$ cat src/rtl/video_system_cpu_oci_dct_packer.sv
// video_system_cpu_oci_dct_packer
// Packs 2-bit CPU trace atoms LSB-first into 30-bit frames and hands them to
// the trace sink over a valid/ready handshake. On test_ending it flushes any
// partial frame and then raises the sticky test_has_ended flag.
//
// Optional build macro: VIDEO_SYSTEM_CPU_OCI_DCT_DROP_EN
//   defined   -> atom_ready is 1 whenever the FSM is in RUN. Atoms that would
//                otherwise stall are discarded and counted in dct_drop_count_o,
//                which saturates at 16'hFFFF.
//   undefined -> atoms are backpressured and there is no drop counter port.
//
// state    | meaning
// ---------+--------------------------------------------------------------
// ST_RUN   | normal packing; atoms accepted, flush requests honoured
// ST_DRAIN | test ending; no new atoms, partial frame forced out
// ST_ENDED | drain complete; test_has_ended held high until reset

module video_system_cpu_oci_dct_packer #(
    parameter int ATOM_W      = 2,
    parameter int FRAME_ATOMS = 15
) (
    input  logic                          clk_i,
    input  logic                          reset_n_i,
    input  logic                          atom_valid_i,
    input  logic [ATOM_W-1:0]             atom_data_i,
    output logic                          atom_ready_o,
    input  logic                          flush_i,
    input  logic                          test_ending_i,
    output logic [ATOM_W*FRAME_ATOMS-1:0] dct_buffer_o,
    output logic [3:0]                    dct_count_o,
    output logic                          frame_valid_o,
    input  logic                          frame_ready_i,
    output logic                          test_has_ended_o
`ifdef VIDEO_SYSTEM_CPU_OCI_DCT_DROP_EN
    ,
    output logic [15:0]                   dct_drop_count_o
`endif
);

    localparam int         FRAME_W  = ATOM_W * FRAME_ATOMS;
    localparam logic [3:0] FULL_CNT = 4'(FRAME_ATOMS);

    typedef enum logic [1:0] {
        ST_RUN   = 2'd0,
        ST_DRAIN = 2'd1,
        ST_ENDED = 2'd2
    } state_t;

    state_t               state_q, state_d;
    logic [FRAME_W-1:0]   acc_q, acc_d;
    logic [3:0]           acc_cnt_q, acc_cnt_d;
    logic                 flush_pend_q, flush_pend_d;
    logic [FRAME_W-1:0]   buf_q, buf_d;
    logic [3:0]           cnt_q, cnt_d;
    logic                 fv_q, fv_d;

    logic                 out_free;
    logic                 xfer;
    logic                 take_ok;
    logic                 accept;
    logic [FRAME_W-1:0]   acc_base;
    logic [3:0]           cnt_base;

    // Handshake qualifiers: output slot free, frame transfer, atom acceptance.
    always_comb begin
        out_free = !fv_q || frame_ready_i;
        xfer     = ((acc_cnt_q == FULL_CNT) || (flush_pend_q && (acc_cnt_q != 4'd0))) && out_free;
        // A pending flush with a blocked output would otherwise mix new atoms into the flushed frame.
        take_ok  = (state_q == ST_RUN) && ((acc_cnt_q != FULL_CNT) || out_free)
                   && !(flush_pend_q && !out_free);
        accept   = atom_valid_i && take_ok;
    end

`ifdef VIDEO_SYSTEM_CPU_OCI_DCT_DROP_EN
    logic [15:0] drop_q, drop_d;

    assign atom_ready_o     = (state_q == ST_RUN);
    assign dct_drop_count_o = drop_q;

    // Count offers that arrive in RUN while the packer cannot take them.
    always_comb begin
        drop_d = drop_q;
        if (atom_valid_i && (state_q == ST_RUN) && !take_ok && (drop_q != 16'hFFFF)) begin
            drop_d = drop_q + 16'd1;
        end
    end

    // Drop counter register.
    always_ff @(posedge clk_i) begin
        if (!reset_n_i) begin
            drop_q <= '0;
        end else begin
            drop_q <= drop_d;
        end
    end
`else
    assign atom_ready_o = take_ok;
`endif

    // Accumulator, flush flag and output frame next-state.
    always_comb begin
        acc_base     = xfer ? '0 : acc_q;
        cnt_base     = xfer ? 4'd0 : acc_cnt_q;
        acc_d        = acc_base;
        acc_cnt_d    = cnt_base;
        flush_pend_d = xfer ? 1'b0 : flush_pend_q;
        buf_d        = buf_q;
        cnt_d        = cnt_q;
        fv_d         = fv_q;

        if (xfer) begin
            buf_d = acc_q;
            cnt_d = acc_cnt_q;
            fv_d  = 1'b1;
        end else if (fv_q && frame_ready_i) begin
            fv_d = 1'b0;
        end

        // The atom lands in slot 0 when the accumulator is emptied this cycle.
        if (accept) begin
            acc_d     = acc_base | (FRAME_W'(atom_data_i) << (ATOM_W * int'(cnt_base)));
            acc_cnt_d = cnt_base + 4'd1;
        end

        if ((state_q == ST_RUN) && flush_i && (acc_cnt_d != 4'd0)) begin
            flush_pend_d = 1'b1;
        end

        // While draining, whatever is left is always pushed out.
        if (state_d == ST_DRAIN) begin
            flush_pend_d = 1'b1;
        end
    end

    // FSM next-state.
    always_comb begin
        state_d = state_q;
        case (state_q)
            ST_RUN: begin
                if (test_ending_i) begin
                    state_d = ST_DRAIN;
                end
            end
            ST_DRAIN: begin
                if ((acc_cnt_q == 4'd0) && out_free) begin
                    state_d = ST_ENDED;
                end
            end
            ST_ENDED: state_d = ST_ENDED;
            default:  state_d = ST_RUN;
        endcase
    end

    // State and datapath registers.
    always_ff @(posedge clk_i) begin
        if (!reset_n_i) begin
            state_q      <= ST_RUN;
            acc_q        <= '0;
            acc_cnt_q    <= '0;
            flush_pend_q <= 1'b0;
            buf_q        <= '0;
            cnt_q        <= '0;
            fv_q         <= 1'b0;
        end else begin
            state_q      <= state_d;
            acc_q        <= acc_d;
            acc_cnt_q    <= acc_cnt_d;
            flush_pend_q <= flush_pend_d;
            buf_q        <= buf_d;
            cnt_q        <= cnt_d;
            fv_q         <= fv_d;
        end
    end

    assign dct_buffer_o     = buf_q;
    assign dct_count_o      = cnt_q;
    assign frame_valid_o    = fv_q;
    assign test_has_ended_o = (state_q == ST_ENDED);

endmodule

$ cat config.mk
export PLATFORM = sky130hd
export DESIGN_NAME = video_system_cpu_oci_dct_packer
export DESIGN_NICKNAME = d
export VERILOG_FILES = /design/src/rtl/video_system_cpu_oci_dct_packer.sv
export SDC_FILE = /design/constraint.sdc
export NUM_CORES = 1
export LEC_CHECK = 0
export ABC_AREA = 1
export BUFFER_PORTS_ARGS = -buffer_cell sky130_fd_sc_hd__buf_2
export CAP_MARGIN = 25
export CELL_PAD_IN_SITES_DETAIL_PLACEMENT = 0
export CELL_PAD_IN_SITES_GLOBAL_PLACEMENT = 1
export CORE_MARGIN = 8
export CORE_UTILIZATION = 35
export CTS_CLUSTER_SIZE = 12
export DETAILED_ROUTE_END_ITERATION = 7
export PLACE_DENSITY = 0.68
export SETUP_SLACK_MARGIN = 0.4
export SLEW_MARGIN = 20
export SYNTH_ARGS = -nofsm -noshare
export SYNTH_HDL_FRONTEND = slang
export SYNTH_SLANG_ARGS = --single-unit
export TNS_END_PERCENT = 50
$ cat constraint.sdc
create_clock -name clk_i -period 1.9 [get_ports clk_i]
set_clock_uncertainty 0.2 [all_clocks]
set_input_delay 0.285 -clock clk_i [delete_from_list [all_inputs] [get_ports clk_i]]
set_output_delay 0.285 -clock clk_i [all_outputs]
set_load 0.005 [all_outputs]
==> key figures <==
Worst setup path
  • Setup slack, reg-to-reg: 7 ps
  • Worst EP arrival: 1970 ps
  • Worst endpoint required time: 1980 ps
  • Endpoint type of the worst setup path: flip-flop
  • R2R depth: 10
  • CP max FO: 7
  • Critical Path Source Type: flip-flop
  • Critical setup path kind: reg -> reg
  • Reg-to-reg endpoint: acc_q[22]
  • Crit Reg-Reg Startpoint: acc_cnt_q[2]

Yosys
  • Main synth FF type: dfxtp_1
  • Post-synth net total: 383
  • Mapped Cells: 374
  • Sequential share of the synthesized area: 49.76%
  • Yosys top cell by area: dfxtp_1
  • Synth top area share: 49.76%
  • Number of synthesized register bits: 72
  • Top cells by count, synth: 78 x nand2_1, 74 x nor2_1, 72 x dfxtp_1, 39 x a21oi_1, 33 x o21ai_0
  • Most common cell in the netlist: nand2_1
  • Yosys warns: 0
  • Synthesized area per cell: 7.745 um2
  • EDFF count, synth: 0
  • Post-synth cell types: 27
  • Synthesized area: 0.002897 mm2
  • Async SR Flop Fraction: 0%
  • Area contributors post-synth: dfxtp_1 50%, nand2_1 10%, nor2_1 9.6%

Place
  • Pre-CTS setup slack: -71.32 ps
  • Dpl hpwl: 5.272 mm
  • Port bufs: 44
  • Placer Congestion: 0.8368

Worst hold path
  • Hold path depth: 3
  • Worst min-delay path category: in -> reg
  • Hold path start: test_ending_i
  • WHS Endpoint: state_q[0]

STA
  • Hold Fails Final Rpt: 0
  • Slew HR: 80.40%
  • # setup viols final: 0
  • Fin. max-slew vios: 0
  • Hold WS: 13.65 ps
  • Setup WS post-layout: 6.844 ps
  • Fmax: 0.5282 GHz
  • Setup TNS Final: 0 ps
  • Crit path time final: 1893 ps
  • Fin crit share: 99.64%
  • RSZ-0062 raised after global routing: yes
  • Worst-margin pin slew: 293.9 ps

Die
  • Die width: 107.0 um
  • Io pins: 45
  • FP Rows: 33
  • Core area: 0.008134 mm2
  • Starting Density: 35.61%
  • Full die area: 0.01144 mm2
  • Die height: 107.0 um

Route
  • Total iterations of the first detailed-routing run: 4
  • Final wirelength: 7.887 mm
  • Remaining antenna violation count: 0
  • Wirelength per Cell: 13.84 um
  • DRC Markers: 0
  • Vias per cell: 4.668
  • Initial DRC Count: 92
  • Vias: 2,661

Clock tree
  • CTS tree: built
  • CTS Buf Count: 9
  • Clk slew on worst S/H paths: 80 ps
  • Clock tree root driver cell: clkbuf_8
  • Hold buffer count at cts: 0
  • H-tree depth: 3
  • CTS sink count: 72
  • Longest Clk Path Bufs: 2
  • Later-pin clock latency in the skew report: 350 ps

Finish
  • Multi-input combinational cell area: 0.001818 mm2
  • Layout cells sized above 1: 46.24%
  • Register Area: 0.001456 mm2
  • Synthesis-to-finish area growth: 52.83%
  • Fill cells: 739
  • NumNets Final: 469
  • Inserted Diodes: 0

Outcome
  • Run status: completed

Power
  • P per Cell Area: 866.3 mW/mm2
  • Pleak: 1.823 nW
  • Worst vdd ir: 0.3870 mV

Global route
  • Overall global routing resource usage: 13.73%
  • Largest net degree at the start of global routing: 36
  • First-pass GRT wire length: 12.65 mm
  • Initial antenna violation count: 0
  • GRT overflow: 0
  • Vias in the first global route: 2,562

Job
  • Max-cap violation count: 0
[power breakdown]
part	internal, W	total (W)	switching, W	leakage [nW]
sequential	0.00160	0.00166	0.0000562	0.588
combinational	0.000370	0.000804	0.000434	1.12
clock	0.000780	0.00137	0.000594	0.113
total	0.00275	0.00383	0.00108	1.82
[cell families after synthesis]
group	Yosys count	synth area share (%)
buffers and inverters	34	5.442
AOI/OAI and AO/OA	77	13.65
and+or+nand+nor	190	30.71
DFF	72	49.76
adders and majority gates	1	0.4319
[stage by stage]
stage	std cells	util, %	total power (W)	cell area (um2)
floorplan	374	-	0.002022	2952
global placement	533	42.30	0.002237	3441
CTS	561	48.47	0.003702	3943
detailed placement	533	42.30	0.002240	3441
global route	570	54.42	0.004016	4427
finish	570	54.42	0.003835	4427
[per-layer routing]
layer	track usage, %	wire, um
met1	17.53	3675
met2	21.67	3761
met3	3.659	335
met4	5.126	115
met5	0	0
[sequential cells by signal, indices dropped and copies added (netlist names)]
| name | count |
|---|---|
| frame_valid_o | 1 |
| acc_cnt_q | 4 |
| acc_q | 30 |
| state_q | 2 |
| dct_count_o | 4 |
| flush_pend_q | 1 |
| dct_buffer_o | 30 |
[placed cells by master (no fill, tap or decap), types with 6 or more instances in the layout]
cell	synthesis	final
a21oi_1	39	33
a21oi_2	1	7
buf_2	0	44
buf_4	2	32
buf_6	3	12
clkbuf_8	0	10
dfxtp_1	72	66
inv_1	12	9
nand2_1	78	67
nand2_2	4	6
nand2_4	1	10
nor2_1	74	34
nor2_2	3	11
nor2_4	3	35
nor3_4	1	12
o21ai_0	33	28
o21ai_1	3	8
[critical path: stages (launching register included)]
cell and delay [ps]:
dfxtp_4 380, nand2_4 70, nor2_4 140, nor2_4 60, nor2_8 190, buf_6 150
nor2_8 70, buf_6 140, nor3_4 190, nand2_1 90, a21oi_1 140
[cell type report]
type | count | share of cell area, %
Timing Repair Buffer | 95 | 16.45
Multi-Input combinational cell | 268 | 41.07
Tap cell | 105 | 2.968
Clock inverter | 6 | 2.035
Sequential cell | 72 | 32.90
Clock buffer | 10 | 3.109
Inverter | 14 | 1.470
[worst max path at each step]
stage | startpoint | depth (start not counted) | endpoint | slack (ps)
4_1_cts | frame_valid_o | 11 | acc_q[15] | 50
6_report | acc_cnt_q[2] | 10 | acc_q[22] | 7
2_1_floorplan | acc_cnt_q[1] | 13 | flush_pend_q | -100
3_5_place_dp | acc_cnt_q[0] | 12 | flush_pend_q | -70
3_3_place_gp | frame_ready_i | 11 | acc_q[24] | -20
5_1_grt | acc_cnt_q[0] | 12 | flush_pend_q | -40
[repair_timing]
| action | CTS | global route |
|---|---|---|
| endpoints found under the setup margin | 72 | 72 |
| cloned | 0 | 0 |
| pin swaps | 28 | 48 |
| buffers inserted | 12 | 9 |
| hold endpoints to repair | 0 | 0 |
| resized for setup | 50 | 108 |
Power figures use the tool's default switching activity.
